--- src/rtl/ser_pkg.sv ---
// Shared types and helpers for the serial deserializer slice.
package ser_pkg;

    typedef enum logic {
        DIR_MSB_FIRST = 1'b0,
        DIR_LSB_FIRST = 1'b1
    } shift_dir_e;

    typedef enum logic {
        ST_IDLE  = 1'b0,
        ST_SHIFT = 1'b1
    } deser_state_e;

    // Counter width able to hold every value 0..frame_len.
    function automatic int cnt_width(input int frame_len);
        return $clog2(frame_len + 1);
    endfunction

endpackage

--- src/rtl/deser_out_stage.sv ---
// Output holding register for the deserializer: valid/ready handshake,
// drop-on-full with a one-cycle overrun pulse, parity flag carried with the word.
module deser_out_stage #(
    parameter int N = 8
) (
    input  logic         clk,
    input  logic         reset_n,
    input  logic         load,
    input  logic [N-1:0] load_word,
    input  logic         load_perr,
    input  logic         word_ready,
    output logic [N-1:0] word_out,
    output logic         word_valid,
    output logic         overrun,
    output logic         parity_err
);

    always_ff @(posedge clk) begin
        if (!reset_n) begin
            word_out   <= '0;
            word_valid <= 1'b0;
            overrun    <= 1'b0;
            parity_err <= 1'b0;
        end else begin
            overrun <= 1'b0;
            if (load) begin
                // A word that is still waiting wins over the newcomer unless
                // it is being consumed on this very edge.
                if (word_valid && !word_ready) begin
                    overrun <= 1'b1;
                end else begin
                    word_out   <= load_word;
                    word_valid <= 1'b1;
                    parity_err <= load_perr;
                end
            end else if (word_valid && word_ready) begin
                word_valid <= 1'b0;
                parity_err <= 1'b0;
            end
        end
    end

endmodule

--- src/rtl/serial_deserializer.sv ---
// Serial-to-parallel receiver: FSM, bit counter, shift register and output stage.
// Define DESER_PARITY_EN to append an even-parity bit to every frame.
//
// state    | meaning
// ST_IDLE  | waiting for the first bit of a frame
// ST_SHIFT | frame in progress, counting bits
module serial_deserializer
    import ser_pkg::*;
#(
    parameter int N = 8
) (
    input  logic         clk,
    input  logic         reset_n,
    input  logic         sin,
    input  logic         sin_valid,
    input  logic         dir,
    input  logic         abort,
    output logic [N-1:0] word_out,
    output logic         word_valid,
    input  logic         word_ready,
    output logic         busy,
    output logic         overrun,
    output logic         parity_err
);

`ifdef DESER_PARITY_EN
    localparam int FRAME_LEN = N + 1;
`else
    localparam int FRAME_LEN = N;
`endif
    localparam int             CW     = cnt_width(FRAME_LEN);
    localparam logic [CW-1:0]  LAST_C = CW'(FRAME_LEN - 1);
    localparam logic [CW-1:0]  N_C    = CW'(N);

    deser_state_e  state, state_nx;
    shift_dir_e    dir_q, dir_nx, dir_use;
    logic [CW-1:0] cnt, cnt_nx;
    logic [N-1:0]  sreg, sreg_nx;
    logic          bit_ok;
    logic          done;
    logic          done_perr;

    assign bit_ok = sin_valid && !abort;
    assign busy   = (state == ST_SHIFT);

    always_ff @(posedge clk) begin
        if (!reset_n) begin
            state <= ST_IDLE;
            dir_q <= DIR_MSB_FIRST;
            cnt   <= '0;
            sreg  <= '0;
        end else begin
            state <= state_nx;
            dir_q <= dir_nx;
            cnt   <= cnt_nx;
            sreg  <= sreg_nx;
        end
    end

    always_comb begin
        state_nx = state;
        dir_nx   = dir_q;
        cnt_nx   = cnt;
        sreg_nx  = sreg;
        done     = 1'b0;
        // The first bit of a frame must already follow the new direction.
        dir_use  = (state == ST_IDLE) ? shift_dir_e'(dir) : dir_q;

        case (state)
            ST_IDLE: begin
                if (bit_ok) begin
                    state_nx = ST_SHIFT;
                    dir_nx   = dir_use;
                    cnt_nx   = CW'(1);
                end
            end
            ST_SHIFT: begin
                if (abort) begin
                    state_nx = ST_IDLE;
                    cnt_nx   = '0;
                end else if (sin_valid) begin
                    if (cnt == LAST_C) begin
                        state_nx = ST_IDLE;
                        cnt_nx   = '0;
                        done     = 1'b1;
                    end else begin
                        cnt_nx = cnt + 1'b1;
                    end
                end
            end
            default: begin
                state_nx = ST_IDLE;
                cnt_nx   = '0;
            end
        endcase

        // Only data bits enter the shift register; a trailing parity bit does not.
        if (bit_ok && (cnt < N_C)) begin
            if (dir_use == DIR_MSB_FIRST)
                sreg_nx = {sreg[N-2:0], sin};
            else
                sreg_nx = {sin, sreg[N-1:1]};
        end
    end

`ifdef DESER_PARITY_EN
    logic par_q, par_nx;

    always_comb begin
        par_nx = par_q;
        if (bit_ok)
            par_nx = ((state == ST_IDLE) ? 1'b0 : par_q) ^ sin;
    end

    always_ff @(posedge clk) begin
        if (!reset_n)
            par_q <= 1'b0;
        else
            par_q <= par_nx;
    end

    // Running XOR over data and parity bits; nonzero means odd weight.
    assign done_perr = par_nx;
`else
    assign done_perr = 1'b0;
`endif

    deser_out_stage #(
        .N (N)
    ) u_out (
        .clk        (clk),
        .reset_n    (reset_n),
        .load       (done),
        .load_word  (sreg_nx),
        .load_perr  (done_perr),
        .word_ready (word_ready),
        .word_out   (word_out),
        .word_valid (word_valid),
        .overrun    (overrun),
        .parity_err (parity_err)
    );

endmodule
--- config.mk ---
export PLATFORM = sky130hd
export DESIGN_NAME = serial_deserializer
export DESIGN_NICKNAME = d
export VERILOG_FILES = /design/src/rtl/ser_pkg.sv /design/src/rtl/deser_out_stage.sv /design/src/rtl/serial_deserializer.sv
export SDC_FILE = /design/constraint.sdc
export NUM_CORES = 1
export LEC_CHECK = 0
export ABC_CLOCK_PERIOD_IN_PS = 2100
export CAP_MARGIN = 20
export CORE_MARGIN = 2
export CORE_UTILIZATION = 51
export CTS_CLUSTER_DIAMETER = 30
export DETAILED_ROUTE_END_ITERATION = 10
export GPL_ROUTABILITY_DRIVEN = 0
export GPL_TIMING_DRIVEN = 0
export PLACE_DENSITY = 0.78
export SLEW_MARGIN = 20
export SYNTH_ARGS = -nofsm -noshare
export SYNTH_HDL_FRONTEND = slang
export SYNTH_SLANG_ARGS = --single-unit
--- constraint.sdc ---
create_clock -name clk -period 2.1 [get_ports clk]
set_input_delay 0.63 -clock clk [delete_from_list [all_inputs] [get_ports clk]]
set_output_delay 0.63 -clock clk [all_outputs]
set_load 0.01 [all_outputs]
==> flow_metrics.env <==
export IMPL_outcome="completed"
export IMPL_diodes=0
export IMPL_detail_route_vias_per_cell=5.74
export IMPL_endpoint="busy"
export IMPL_gr_total_overflow=0
export IMPL_dieArea_sq_mm=0.00251
export IMPL_initial_core_util=0.547
export IMPL_cts_hold_buf=0
export IMPL_hold_ws_ns=0.553
export IMPL_ys_flop_type="dfxtp_1"
export IMPL_synthCells=116
export IMPL_drive_above_1_share=0.0735
export IMPL_routed_wl_mm=2.19
export IMPL_hpwl_mm=1.64
export IMPL_worstSetupStartpoint="busy"
export IMPL_leakage_nw=0.486
export IMPL_p_comb_frac=0.116
export IMPL_gr_usage_all_layers=0.197
export IMPL_netlist_area_sq_mm=0.00108
export IMPL_area_delta_synth_final_pct=20.9
export IMPL_crit_path_top_delay_cell="clkdlybuf4s50_1"
export IMPL_drc=0
export IMPL_sw_frac_of_total=0.241
export IMPL_grt_max_degree=13
export IMPL_pre_cts_ws_ns=-0.148
export IMPL_cp_cell_sequence="clkdlybuf4s50_1"
export IMPL_rows=16
export IMPL_cts_root_buffer="clkbuf_4"
export IMPL_drt_pass1_iter_count=4
export IMPL_finalSetupViolCount=0
export IMPL_core_sq_mm=0.00198
export IMPL_grt_antenna_before_repair=0
export IMPL_cts_sinks=24
export IMPL_fin_crit_sh=0.972
export IMPL_pwr_density_cell_mw_per_mm2=579
export IMPL_cts_made_buffers=3
export IMPL_critPathLaunchType="flip-flop"
export IMPL_seq_power_share=0.633
export IMPL_r2r_cells=5
export IMPL_synth_fp_nets=124
export IMPL_nNetsFinal=146
export IMPL_grt_pass1_wl_mm=3.80
export IMPL_hp_class="flip-flop to flip-flop"
export IMPL_arrival_ns=1.41
export IMPL_r2r_start="cnt[0]"
export IMPL_cp_top_family="buffers and inverters"
export IMPL_clk_latency_ns=0.30
export IMPL_port_buffer_count=17
export IMPL_ant_nets=0
export IMPL_rsz0062_at_grt="no"
export IMPL_die_h_microns=50.1
export IMPL_max_freq_ghz=0.490
export IMPL_synth_edf_count=0
export IMPL_path_class="flip-flop to output port"
export IMPL_clk_path_buf_depth=2
export IMPL_seq_area_frac_synth=0.443
export IMPL_clock_skew_ns=0.00315
export IMPL_cp_end_kind="output port"
export IMPL_cts_tree="built"
export IMPL_fin_crit_ns=2.04
export IMPL_die_w_microns=50.1
export IMPL_yosys_cell_types_count=32
export IMPL_hold_path_depth=2
export IMPL_critical_path_max_stage_delay_ns=0.60
export IMPL_peakVddDrop_v=0.000599
export IMPL_ys_ff_latch=24
export IMPL_cts_resized=0
export IMPL_fillCellCount=161
export IMPL_switchingPower_w=0.000182
export IMPL_maxCapViolCount=0
export IMPL_p_int_w=0.000576
export IMPL_cp_depth=1
export IMPL_timing_critical_path_buf_inv=1
export IMPL_clkPwrFrac=0.251
export IMPL_cts_setup_buffers=0
export IMPL_cp_max_fo=6
export IMPL_synth_avg_cell_area_sq_um=9.35
export IMPL_hold_viol_final=0
export IMPL_required_ns=1.47
export IMPL_wl_per_cell_microns=13.4
export IMPL_ys_warn_count=0
export IMPL_r2r_end="u_out.word_out[2]"
export IMPL_seqCellArea_sq_um=480
export IMPL_io_pins=19
export IMPL_htreeDepth=1
export IMPL_slew_violations=0
export IMPL_drt_iter0_markers=17
export IMPL_path_clk_slew_ns=0.12
export IMPL_grt_pass1_vias=853
export IMPL_r2r_slack_ns=0.38
export IMPL_setup_slack_ns=0.0581
export IMPL_num_vias=935
export IMPL_multiInputGateArea_sq_um=543
export IMPL_synthArstFlopShare=0
## per-stage QoR
step	power [W]	cell area [sq um]	TNS, ns	util	instances
after floorplan	0.000546	1080	0	-	116
after global placement	0.000574	1290	-0.403	0.650	160
after detailed placement	0.000577	1290	-0.625	0.650	160
after CTS	0.000761	1310	0	0.662	163
after global routing	0.000792	1310	0	0.662	163
final	0.000759	1310	0	0.662	163
## cell families after synthesis
kind of cell / synth area share
buffers and inverters: 0.0565
muxes: 0.113
other: 0.00346
AOI/OAI and AO/OA: 0.251
and+or+nand+nor: 0.121
DFF: 0.443
adders and majority gates: 0.0115
## cell usage after synthesis (2+ instances only)
cell type | instances | area (sq um)
mux2i_1 | 10 | 100
nand2_1 | 2 | 7.51
a31oi_1 | 9 | 56.3
dfxtp_1 | 24 | 480
buf_2 | 4 | 20.0
clkbuf_1 | 6 | 22.5
a21oi_1 | 10 | 50.1
nor2_1 | 4 | 15.0
a211oi_1 | 8 | 60.1
nand2b_1 | 3 | 18.8
o21ai_0 | 11 | 55.1
and3b_1 | 3 | 26.3
inv_1 | 3 | 11.3
## final cells by class
cell class | count | area share
plain buffers | 11 | 0.0382
clock buffers | 3 | 0.0172
inverters | 3 | 0.00859
multi-input cells | 78 | 0.414
flip-flops and latches | 24 | 0.366
well taps | 27 | 0.0258
repair buffers | 17 | 0.130
## registers in the layout, summed over array words and instances (netlist names)
name	flops
cnt	4
busy	1
sreg	8
u_out.overrun	1
u_out.word_out	8
dir_q	1
u_out.word_valid	1
## worst min-delay path by stage
stage                       start  slack [ns]       to
after CTS                 sreg[7]        0.55  sreg[7]
after global routing      sreg[7]        0.58  sreg[7]
after floorplan            cnt[0]        0.49   cnt[0]
after detailed placement  sreg[7]        0.53  sreg[7]
after global placement     cnt[0]        0.53   cnt[0]
final                      cnt[0]        0.55   cnt[0]
## placed cells by master, fill, tap and decap left out, drive strengths merged, types with 2 or more instances in the layout
cell / netlist / final
clkbuf: 6 / 9
mux2i: 11 / 11
inv: 3 / 3
a21oi: 10 / 10
nand2b: 3 / 3
nor3b: 2 / 2
nor2: 4 / 4
clkdlybuf4s50: 0 / 17
a211oi: 8 / 8
nand2: 2 / 2
dfxtp: 24 / 24
a31oi: 9 / 9
o21ai: 11 / 11
buf: 5 / 5
and3b: 3 / 3
## power by group through the flow
| stage | combinational (W) | clock, W | sequential (W) |
|---|---|---|---|
| detailed placement | 0.0000868 | 0 | 0.000490 |
| floorplan | 0.0000588 | 0 | 0.000487 |
| global placement | 0.0000846 | 0 | 0.000490 |
| CTS | 0.0000871 | 0.000194 | 0.000480 |
| global route | 0.0000979 | 0.000212 | 0.000482 |
| finish | 0.0000877 | 0.000191 | 0.000480 |
## per-layer routing
| layer | vias up | track usage | share of wire |
|---|---|---|---|
| li1 | 474 | - | - |
| met1 | 431 | 0.270 | 0.50 |
| met2 | 28 | 0.309 | 0.44 |
| met3 | 2 | 0.0545 | 0.057 |
| met4 | 0 | 0.0370 | 0.0055 |
| met5 | - | 0 | 0 |
(Power assumes the default switching activity.)
